[src/rtl/mult_pkg.sv]
// rtl/mult_pkg.sv - shared types and limits for the multiply-accumulate stage
//
// Purpose : FSM state encoding, product width and legal parameter limits
//           used by mult_accum_stage.
// Ports   : none (package).

package mult_pkg;

  // Width of the unsigned product delivered by the upstream 4x4 multiplier.
  localparam int P_W = 8;

  // Legal parameter ranges for mult_accum_stage.
  localparam int LEN_MIN   = 1;
  localparam int LEN_MAX   = 16;
  localparam int ACC_W_MIN = 8;
  localparam int ACC_W_MAX = 16;

  // IDLE: no product collected; ACC: partial sum in progress; HOLD: result presented.
  typedef enum logic [1:0] {
    IDLE = 2'd0,
    ACC  = 2'd1,
    HOLD = 2'd2
  } state_t;

endpackage : mult_pkg

[src/rtl/mult_accum_stage.sv]
// rtl/mult_accum_stage.sv - sums LEN unsigned products and presents the result
//
// Purpose : Accumulates LEN products from the upstream array multiplier,
//           then holds the result until the downstream consumer takes it.
//           Build option MULT_ACCUM_SAT_EN: when defined the accumulator
//           saturates at all-ones instead of wrapping; ovf is the same in
//           both builds.
// Ports   : clk        - clock, rising edge
//           rst        - synchronous active-high reset
//           clr        - synchronous flush of the partial sum / held result
//           p          - unsigned product (P_W bits)
//           in_valid   - p is valid
//           in_ready   - stage accepts p (high in IDLE and ACC)
//           sum        - result (ACC_W bits), zero outside HOLD
//           out_valid  - sum is valid (HOLD)
//           out_ready  - downstream accepts sum
//           ovf        - an addition carried out of ACC_W for this result

module mult_accum_stage
  import mult_pkg::*;
#(
  parameter int LEN   = 4,
  parameter int ACC_W = 12
) (
  input  logic             clk,
  input  logic             rst,
  input  logic             clr,
  input  logic [P_W-1:0]   p,
  input  logic             in_valid,
  output logic             in_ready,
  output logic [ACC_W-1:0] sum,
  output logic             out_valid,
  input  logic             out_ready,
  output logic             ovf
);

  localparam int CNT_W = $clog2(LEN + 1);
  localparam int ADD_W = ACC_W + 1;

  state_t           state_q, state_d;
  logic [ACC_W-1:0] acc_q, acc_d;
  logic [CNT_W-1:0] cnt_q, cnt_d;
  logic             ovf_q, ovf_d;

  logic             accept;
  logic [ADD_W-1:0] add_full;
  logic             carry;
  logic [ACC_W-1:0] acc_next_sum;
  logic [CNT_W-1:0] cnt_inc;

  assign in_ready  = (state_q != HOLD);
  assign accept    = in_valid && in_ready;
  assign out_valid = (state_q == HOLD);
  assign sum       = (state_q == HOLD) ? acc_q : '0;
  assign ovf       = ovf_q;

  // One extra bit captures the carry out of the accumulator width.
  assign add_full = ADD_W'(acc_q) + ADD_W'(p);
  assign carry    = add_full[ACC_W];
  assign cnt_inc  = cnt_q + CNT_W'(1);

`ifdef MULT_ACCUM_SAT_EN
  assign acc_next_sum = carry ? '1 : add_full[ACC_W-1:0];
`else
  assign acc_next_sum = add_full[ACC_W-1:0];
`endif

  always_comb begin
    state_d = state_q;
    acc_d   = acc_q;
    cnt_d   = cnt_q;
    ovf_d   = ovf_q;

    // clr wins over both accept and out_ready.
    if (clr) begin
      state_d = IDLE;
      acc_d   = '0;
      cnt_d   = '0;
      ovf_d   = 1'b0;
    end else begin
      unique case (state_q)
        IDLE: begin
          if (accept) begin
            // p is never wider than ACC_W, so the first load cannot overflow.
            acc_d   = ACC_W'(p);
            cnt_d   = CNT_W'(1);
            state_d = (LEN == 1) ? HOLD : ACC;
          end
        end
        ACC: begin
          if (accept) begin
            acc_d = acc_next_sum;
            cnt_d = cnt_inc;
            ovf_d = ovf_q | carry;
            if (cnt_inc == CNT_W'(LEN)) begin
              state_d = HOLD;
            end
          end
        end
        HOLD: begin
          if (out_ready) begin
            state_d = IDLE;
            acc_d   = '0;
            cnt_d   = '0;
            ovf_d   = 1'b0;
          end
        end
        default: begin
          state_d = IDLE;
          acc_d   = '0;
          cnt_d   = '0;
          ovf_d   = 1'b0;
        end
      endcase
    end
  end

  always_ff @(posedge clk) begin
    if (rst) begin
      state_q <= IDLE;
      acc_q   <= '0;
      cnt_q   <= '0;
      ovf_q   <= 1'b0;
    end else begin
      state_q <= state_d;
      acc_q   <= acc_d;
      cnt_q   <= cnt_d;
      ovf_q   <= ovf_d;
    end
  end

endmodule : mult_accum_stage

[config.mk]
export PLATFORM = sky130hd
export DESIGN_NAME = mult_accum_stage
export DESIGN_NICKNAME = d
export VERILOG_FILES = /design/src/rtl/mult_pkg.sv /design/src/rtl/mult_accum_stage.sv
export SDC_FILE = /design/constraint.sdc
export NUM_CORES = 1
export LEC_CHECK = 0
export CORE_MARGIN = 2
export CORE_UTILIZATION = 54
export DETAILED_ROUTE_END_ITERATION = 8
export PLACE_DENSITY = 0.84
export SYNTH_ARGS = -nofsm -noshare
export SYNTH_HDL_FRONTEND = slang
export SYNTH_SLANG_ARGS = --single-unit
[constraint.sdc]
create_clock -name clk -period 4.79 [get_ports clk]
set_input_delay 1.437 -clock clk [delete_from_list [all_inputs] [get_ports clk]]
set_output_delay 1.437 -clock clk [all_outputs]
set_load 0.01 [all_outputs]
Word level (Yosys, flattened, before mapping)
Cells that the tools add are included.

operators by class
  $add $sub $neg = 2
  bitwise operators = 2
  equality and inequality tests = 8
  multiplexer cells = 17
  reduce and logical (&&, ||, !) cells = 6

operators by type and width
  operator                                                number
  2-to-1 mux 12 bit                                       4
  one-hot mux 12 bit (3 select lines)                     1
  adder 12 x 8 -> 13 bit                                  1
  2-to-1 mux 3 bit                                        3
  one-hot mux 3 bit (3 select lines)                      1
  2-to-1 mux 2 bit                                        4
  inequality test 2 bit (second input constant)           4
  one-hot mux 2 bit (3 select lines)                      1
  AND reduction 3 bit                                     2
  AND reduction 4 bit                                     1
  adder 3 x 1 -> 3 bit (second input constant)            1
  equality test 3 bit (second input constant)             1
  one-hot mux 1 bit (3 select lines)                      1
  equality test 2 x 1 -> 1 bit (second input constant)    1
  equality test 2 bit (second input constant)             1
  logical NOT 2 bit                                       1
  2-to-1 mux 1 bit                                        2
  inequality test 2 x 1 -> 1 bit (second input constant)  1
  OR reduction 2 bit                                      1
  logical AND 1 bit                                       1
  NOT 1 bit                                               1
  bitwise OR 1 bit                                        1

storage, ports and cells
  logic and storage cells = 39
  input bits = 13
  register bits = 18
  output and inout bits = 15

Depth between registers and ports, before layout
Gate-level depths: netlist of run 1.

  depth after elaboration = 5
  depth in mapped cells = 8

Least setup slack after synthesis of run 1
OpenSTA, ideal clock, no wires.

  path kind = input to register
  start = in p[0]
  end = reg acc_q[8]
  cell stages on the path = 8
  buffers on the path = 0
  data arrival time = 2.786 ns
  slack = 1.882 ns
  cells stage by stage = ha_1 -> inv_1 -> fa_1 -> nor2b_1 -> o211ai_1 -> a21oi_1 -> a21o_1 -> a21oi_1

between the ends
  cells in the longest elaborated chain, start to end = 3

ends and longest elaborated chain
  item                                 RTL line                 RTL
  from (decl)                          mult_accum_stage.sv:28   input logic [P_W-1:0] p,
  adder 12 x 8 -> 13 bit               mult_accum_stage.sv:58   assign add_full = ADD_W'(acc_q) + ADD_W'(p);
  2-to-1 mux 12 bit                    mult_accum_stage.sv:91   if (accept) begin
  one-hot mux 12 bit (3 select lines)  mult_accum_stage.sv:81   unique case (state_q)
  to (signal assigned)                 mult_accum_stage.sv:121  acc_q <= '0;
  to (signal assigned)                 mult_accum_stage.sv:126  acc_q <= acc_d;
  to (decl)                            mult_accum_stage.sv:41   logic [ACC_W-1:0] acc_q, acc_d;

Every way passes these cells. The select of a mux whose other input is x is not followed.
A chain may end at the register's enable or synchronous reset.

Worst setup path after layout of run 1
  start = reg state_q[1]
  end = out sum[5]

between the ends
  cells in the longest elaborated chain, start to end = 2

ends and longest elaborated chain
  item                    RTL line                 RTL
  from (decl)             mult_accum_stage.sv:40   state_t state_q, state_d;
  from (signal assigned)  mult_accum_stage.sv:125  state_q <= state_d;
  equality test 2 bit     mult_accum_stage.sv:54   assign sum = (state_q == HOLD) ? acc_q : '0;
  2-to-1 mux 12 bit       mult_accum_stage.sv:54
  to (decl)               mult_accum_stage.sv:31   output logic [ACC_W-1:0] sum,

Every way passes these cells.

==> results.json, run 1 <==
{
  "achievable-frequency_mhz": 275,
  "clock-root-buffer": "sky130_fd_sc_hd__clkbuf_4",
  "fin_util_pct": 71.7,
  "crit-reg2reg-capture": "acc_q[10]",
  "worst_hold_path.num_cells": 2,
  "routedWlPerCell_um": 15.5,
  "drtPass1Iterations": 4,
  "crit_end_element": "output pin",
  "grt_antenna_before_repair": 0,
  "drt_iter0_drc": 40,
  "number_of_global_route_vias_before_repair": 1287,
  "worst_slew_margin_rel_pct": 67.9,
  "seq_area_frac_synth_pct": 27.2,
  "netlist-cell-type-count": 43,
  "synth_fp_nets": 190,
  "final_net_count": 216,
  "synth.cell_area_um2": 1330,
  "timing.hold.worst.class": "reg -> reg",
  "cts-root-to-sink-buffers": 2,
  "edff_count_synth": 0,
  "crit_start": "state_q[1]",
  "wire_length_of_the_first_global_routing_pass_um": 5550,
  "dieHeight_um": 53.5,
  "maxSlewViolCount": 0,
  "power.density_nw_per_um2": 200,
  "setup.reg_to_reg.worst_slack_ns": 2.70,
  "post_cts_buffers": 0,
  "criticalPathCategory": "reg -> out",
  "detailedPlacementHpwl_um": 2560,
  "finalSetupTns_ns": 0,
  "tritoncts": "yes",
  "dr_total_vias": 1319,
  "synthDominantCellAreaShare_pct": 27.2,
  "route.detailed.vias_per_inst": 6.02,
  "yosys_warnings": 0,
  "hold_buffer_count_at_cts": 0,
  "ys_seq_elements": 18,
  "n_antenna_cell": 0,
  "cts.clk_slew.worst_paths_ns": 0.12,
  "initial_core_util_pct": 58.2,
  "status": "complete, no violations",
  "post_synth.cell_area_avg_um2": 7.98,
  "filler_cell_count": 182,
  "wirelength_um": 3400,
  "placeable_core_area_um2": 2280,
  "rsz0062_at_grt": "no",
  "ff_latch_area_um2": 360,
  "io_buffer_count": 27,
  "pin_count_of_the_biggest_net_entering_global_routing": 13,
  "final_hold_fails": 0,
  "syn_inst": 166,
  "totalPowerFinal_mw": 0.327,
  "overall_global_routing_usage_pct": 26.9,
  "max-cap-violations": 0,
  "timing.clock.skew_ns": 0.00685,
  "worst_r2r_startpoint": "acc_q[0]",
  "cts_inserted_buffers": 3,
  "gp_congestion": 0.861,
  "die_width_um": 53.5,
  "netlist.top_cell.by_area": "sky130_fd_sc_hd__dfxtp_1",
  "period_minus_slack_ns": 3.63,
  "grt_overflow": 0,
  "floorplan.die_area_um2": 2870,
  "cts.htree.levels": 1,
  "number_of_sinks_handled_by_clock_tree_synthesis": 18,
  "design.portCount": 28,
  "row_count": 17,
  "power.static_leakage_nw": 0.654,
  "ir_drop_mv": 0.149,
  "footprint_of_the_multi_input_gates_um2": 897,
  "cp_data_required_time_ns": 3.35,
  "cts-resized-gates": 0,
  "timing.critical_path.from_type": "flip-flop",
  "critical_path_peak_fanout": 12,
  "final.period_utilization_pct": 75.8,
  "ys.flop_type": "sky130_fd_sc_hd__dfxtp_1",
  "timing_worst_slew_pin_value_ns": 0.481,
  "hold_worst_slack_ns": 0.481,
  "syn2layout_area_growth_pct": 23.2,
  "hold_endpoint": "cnt_q[1]",
  "antenna_violating_nets_post_route": 0,
  "postSynth.asyncResetShare_pct": 0,
  "origin_of_the_worst_min_delay_path": "cnt_q[1]",
  "drcViolationCount": 0,
  "timing.reg2reg.worst_path_depth": 8,
  "ys_top_cells_by_area": "sky130_fd_sc_hd__dfxtp_1 27%, sky130_fd_sc_hd__ha_1 9.4%, sky130_fd_sc_hd__a21oi_1 7.2%",
  "setup_viol": 0,
  "proportion_of_layout_cells_with_a_drive_suffix_above_1_pct": 8.90,
  "critical_path_arrival_ns": 2.19,
  "clock_insertion_delay_worst_skew_ns": 0.31
}
## how the worst max path moves through the flow
stage | endpoint | slack (ns) | cells past startpoint
after global routing | sum[5] | 1.06 | 4
after detailed placement | acc_q[10] | 1.17 | 9
after global placement | acc_q[8] | 1.28 | 9
after floorplan | acc_q[8] | 1.88 | 8
final | sum[5] | 1.16 | 4
after CTS | sum[5] | 1.18 | 4
## layout make-up
class                           instances  area share, %
Clock buffer                            4           2.22
Inverter                                9           2.07
Multi-Input combinational cell        133           54.9
Sequential cell                        18           22.1
Tap cell                               28           2.15
Timing Repair Buffer                   27           16.6
## cells in the mapped netlist (4+ instances only)
cell                      count
sky130_fd_sc_hd__o21ai_0      6
sky130_fd_sc_hd__and2_1       8
sky130_fd_sc_hd__nor2_1      17
sky130_fd_sc_hd__inv_1        8
sky130_fd_sc_hd__a21oi_1     19
sky130_fd_sc_hd__nor3_1       5
sky130_fd_sc_hd__nand2_1      9
sky130_fd_sc_hd__and3_1       6
sky130_fd_sc_hd__a21o_1       5
sky130_fd_sc_hd__ha_1        10
sky130_fd_sc_hd__dfxtp_1     18
sky130_fd_sc_hd__nand3_1      4
## metal layers
| metal | vias to the layer above | track usage, % | part of all wire [%] |
|---|---|---|---|
| met4 | 0 | 11.1 | 1.9 |
| met5 | - | 0 | 0 |
| met2 | 42 | 48.4 | 51 |
| met1 | 625 | 31.8 | 43 |
| li1 | 644 | - | - |
| met3 | 8 | 3.89 | 4.2 |
## cells by family (layout without fill, tap and decap cells)
group                      count (synthesis)  after routing  share of synthesized area [%]
buffers and inverters                     15             40                           5.10
AOI/OAI and AO/OA                         52             52                           26.1
and+or+nand+nor                           64             64                           26.4
xor gates and xnor gates                   3              3                           1.98
DFF                                       18             18                           27.2
muxes                                      3              3                           2.27
adders and majority gates                 11             11                           11.0
## layout by cell type (no fill, tap or decap), drive strengths merged, types with 2 or more instances in the layout
cell type      Yosys  routed
clkdlybuf4s50      0      27
a21oi             19      19
nor2              19      19
dfxtp             18      18
ha                10      10
o21ai             10      10
nand2              9       9
inv                9       9
and2               8       8
a21o               7       7
and3               6       6
nor3               6       6
nand3              4       4
a31oi              4       4
clkbuf             1       4
or2                4       4
mux2i              3       3
a211o              3       3
or3                3       3
nor2b              2       2
o211ai             2       2
a211oi             2       2
xor2               2       2
o22ai              2       2
nor3b              2       2
## flip-flops by register name, summed over array words and instances, names as in the netlist
signal,cells
acc_q,12
cnt_q,3
state_q,2
ovf,1
## metrics by stage
step,instance area (um2),worst slack [ns],cells
CTS,1630,1.18,219
global placement,1600,1.28,215
finish,1630,1.16,219
detailed placement,1600,1.17,215
global route,1630,1.06,219
floorplan,1330,1.88,166
## power by group
| group | internal (mW) | leakage [nW] | switching (mW) |
|---|---|---|---|
| registers | 0.153 | 0.146 | 0.00400 |
| logic | 0.0322 | 0.487 | 0.0361 |
| clock network | 0.0464 | 0.0210 | 0.0550 |
## critical path, cell delays in order, from the launching register on
cell                              delay [ns]
sky130_fd_sc_hd__dfxtp_1                0.64
sky130_fd_sc_hd__nand2_1                0.26
sky130_fd_sc_hd__inv_1                  0.28
sky130_fd_sc_hd__and2_1                 0.17
sky130_fd_sc_hd__clkdlybuf4s50_1        0.53
Note: power is estimated with default switching activity, not from simulation.
==> inputs of run 2 (changes only) <==
--- a/config.mk
+++ b/config.mk
@@ -6,9 +6,9 @@
 export NUM_CORES = 1
 export LEC_CHECK = 0
 export CORE_MARGIN = 2
-export CORE_UTILIZATION = 54
+export CORE_UTILIZATION = 50
 export DETAILED_ROUTE_END_ITERATION = 8
-export PLACE_DENSITY = 0.84
+export PLACE_DENSITY = 0.79
 export SYNTH_ARGS = -nofsm -noshare
 export SYNTH_HDL_FRONTEND = slang
 export SYNTH_SLANG_ARGS = --single-unit
==> constraint.sdc (replaced) <==
create_clock -name clk -period 3.75 [get_ports clk]
set_input_delay 1.125 -clock clk [delete_from_list [all_inputs] [get_ports clk]]
set_output_delay 1.125 -clock clk [all_outputs]
set_load 0.01 [all_outputs]
==> run 2 against run 1 <==
Effect of this change:
- register-to-register slack worse by 1.0 ns
- clock power rose by 19%
- setup slack worse by 0.70 ns
- sequential cell count is the same
- largest power group unchanged
- wire length down 5.4%
- sequential power rose by 28%
- final area increased by 0.15%
- critical path depth is the same
- count of clock-buffer cells in the layout is the same
- power grew 25%
- clock skew is 0.0059 ns lower
- combinational power rose by 28%
==> results.json, run 2 (synthesized netlist as in run 1, its figures left out) <==
{
  "status": "complete, no violations",
  "grt_antenna_before_repair": 0,
  "dr_total_vias": 1264,
  "criticalPathCategory": "reg -> out",
  "power.sequential.fraction_pct": 49.3,
  "drcViolationCount": 0,
  "design.portCount": 28,
  "wire_length_of_the_first_global_routing_pass_um": 5600,
  "dpl-instance-area_um2": 1600,
  "syn2layout_area_growth_pct": 23.4,
  "period_minus_slack_ns": 3.29,
  "timing.hold.worst.class": "reg -> reg",
  "filler_cell_count": 219,
  "critical_path_arrival_ns": 2.17,
  "cp.depth": 4,
  "top_family_by_delay_on_critical_path": "buffers and inverters",
  "drtPass1Iterations": 4,
  "io_buffer_count": 27,
  "final_design_area_no_fill_um2": 1640,
  "crit-reg2reg-capture": "acc_q[10]",
  "critical_path_peak_fanout": 12,
  "timing.critical_path.from_type": "flip-flop",
  "final.period_utilization_pct": 87.8,
  "cts-root-to-sink-buffers": 2,
  "overall_global_routing_usage_pct": 22.3,
  "wirelength_um": 3220,
  "total_switching_power_mw": 0.112,
  "timing.clock.skew_ns": 0.000994,
  "swShare_pct": 27.4,
  "detailedPlacementHpwl_um": 2500,
  "power.density_nw_per_um2": 249,
  "cts.clk_slew.worst_paths_ns": 0.11,
  "max-cap-violations": 0,
  "n_antenna_cell": 0,
  "worst_r2r_startpoint": "acc_q[0]",
  "ff_latch_area_um2": 360,
  "clock_insertion_delay_worst_skew_ns": 0.29,
  "maxSlewViolCount": 0,
  "critPathSlowestCell": "sky130_fd_sc_hd__dfxtp_1",
  "worst_setup_slack_after_placement_ns": 0.484,
  "worst_slew_margin_rel_pct": 64.7,
  "hold_worst_slack_ns": 0.480,
  "cts_inserted_buffers": 3,
  "number_of_global_route_vias_before_repair": 1216,
  "timing.reg2reg.worst_path_depth": 8,
  "comb_power_share_pct": 21.4,
  "antenna_violating_nets_post_route": 0,
  "cp_cell_sequence": "nand2_1 -> inv_1 -> and2_1 -> clkdlybuf4s50_1",
  "origin_of_the_worst_min_delay_path": "cnt_q[1]",
  "largest_registers": "acc_q (12), cnt_q (3), state_q (2)",
  "dieHeight_um": 55.5,
  "footprint_of_the_multi_input_gates_um2": 897,
  "route.detailed.vias_per_inst": 5.72,
  "setup_viol": 0,
  "largest_register_ff_count": 12,
  "die_width_um": 55.5,
  "drt_iter0_drc": 31,
  "rsz0062_at_grt": "no",
  "tritoncts": "yes",
  "row_count": 18,
  "crit_start": "state_q[1]",
  "routedWlPerCell_um": 14.5,
  "hold_buffer_count_at_cts": 0,
  "gp_congestion": 0.942,
  "placeable_core_area_um2": 2500,
  "clock_power_share_pct": 29.3,
  "mostFrequentLayoutCells": "27 x sky130_fd_sc_hd__clkdlybuf4s50_1, 19 x sky130_fd_sc_hd__a21oi_1, 18 x sky130_fd_sc_hd__dfxtp_1",
  "cts.htree.levels": 1,
  "proportion_of_layout_cells_with_a_drive_suffix_above_1_pct": 8.90,
  "setup_ws_ns": 0.457,
  "ir_drop_mv": 0.209,
  "top_register": "acc_q",
  "hold_endpoint": "cnt_q[1]",
  "cp_data_required_time_ns": 2.62,
  "timing_worst_slew_pin_value_ns": 0.527,
  "final_common_cell": "sky130_fd_sc_hd__clkdlybuf4s50_1",
  "floorplan.die_area_um2": 3080,
  "internal_power_mw": 0.296,
  "achievable-frequency_mhz": 304,
  "grt_overflow": 0,
  "power.static_leakage_nw": 0.654,
  "initial_core_util_pct": 53.0,
  "timing.critical_path.buf_inv": 2,
  "worst_hold_path.num_cells": 2,
  "post_cts_buffers": 0,
  "pin_count_of_the_biggest_net_entering_global_routing": 13,
  "final_net_count": 216,
  "crit_end_element": "output pin",
  "clock-root-buffer": "sky130_fd_sc_hd__clkbuf_4",
  "finalSetupTns_ns": 0,
  "number_of_sinks_handled_by_clock_tree_synthesis": 18,
  "cts-resized-gates": 0,
  "setup.reg_to_reg.worst_slack_ns": 1.70,
  "final_hold_fails": 0,
  "max_stage_delay_ns": 0.62
}
## run 2: cell counts in the layout (fill, tap and decap cells not counted)
Identical to the previous run, type by type.
## run 2: how the worst max path moves through the flow
stage	end	slack, ns
after floorplan	acc_q[8]	1.15
after detailed placement	acc_q[10]	0.48
after global placement	acc_q[8]	0.54
final	sum[7]	0.46
after global routing	sum[0]	0.28
after CTS	sum[0]	0.44
## run 2: layout make-up
cell class | instances | share of cell area, %
sequential | 18 | 22.0
tap | 30 | 2.30
clock buffer | 4 | 2.22
multi-input combinational | 133 | 54.9
inverter | 9 | 2.07
timing repair buffer | 27 | 16.5
## run 2: tightest hold or removal path, cell delays in order (launching register included)
cell and delay (ns):
sky130_fd_sc_hd__dfxtp_1 0.33, sky130_fd_sc_hd__nand2_1 0.05, sky130_fd_sc_hd__a21oi_1 0.06
## run 2: metrics by stage
step                utilization [%]  instances  power, mW
global placement               64.0        217      0.289
floorplan                         -        166      0.265
global route                   65.4        221      0.435
CTS                            65.4        221      0.413
finish                         65.4        221      0.408
detailed placement             64.0        217      0.292
## run 2: routing by layer
metal | global-route usage, % | wire length, um
met5 | 0 | 0
met2 | 37.8 | 1620
met4 | 5.23 | 28
met3 | 3.04 | 174
met1 | 30.0 | 1390
## run 2: power groups by stage
stage / registers [mW] / clock network [mW] / logic (mW)
2_1_floorplan: 0.203 / 0 / 0.0620
3_3_place_gp: 0.205 / 0 / 0.0840
3_5_place_dp: 0.205 / 0 / 0.0864
4_1_cts: 0.201 / 0.125 / 0.0867
5_1_grt: 0.202 / 0.136 / 0.0966
6_report: 0.201 / 0.120 / 0.0873
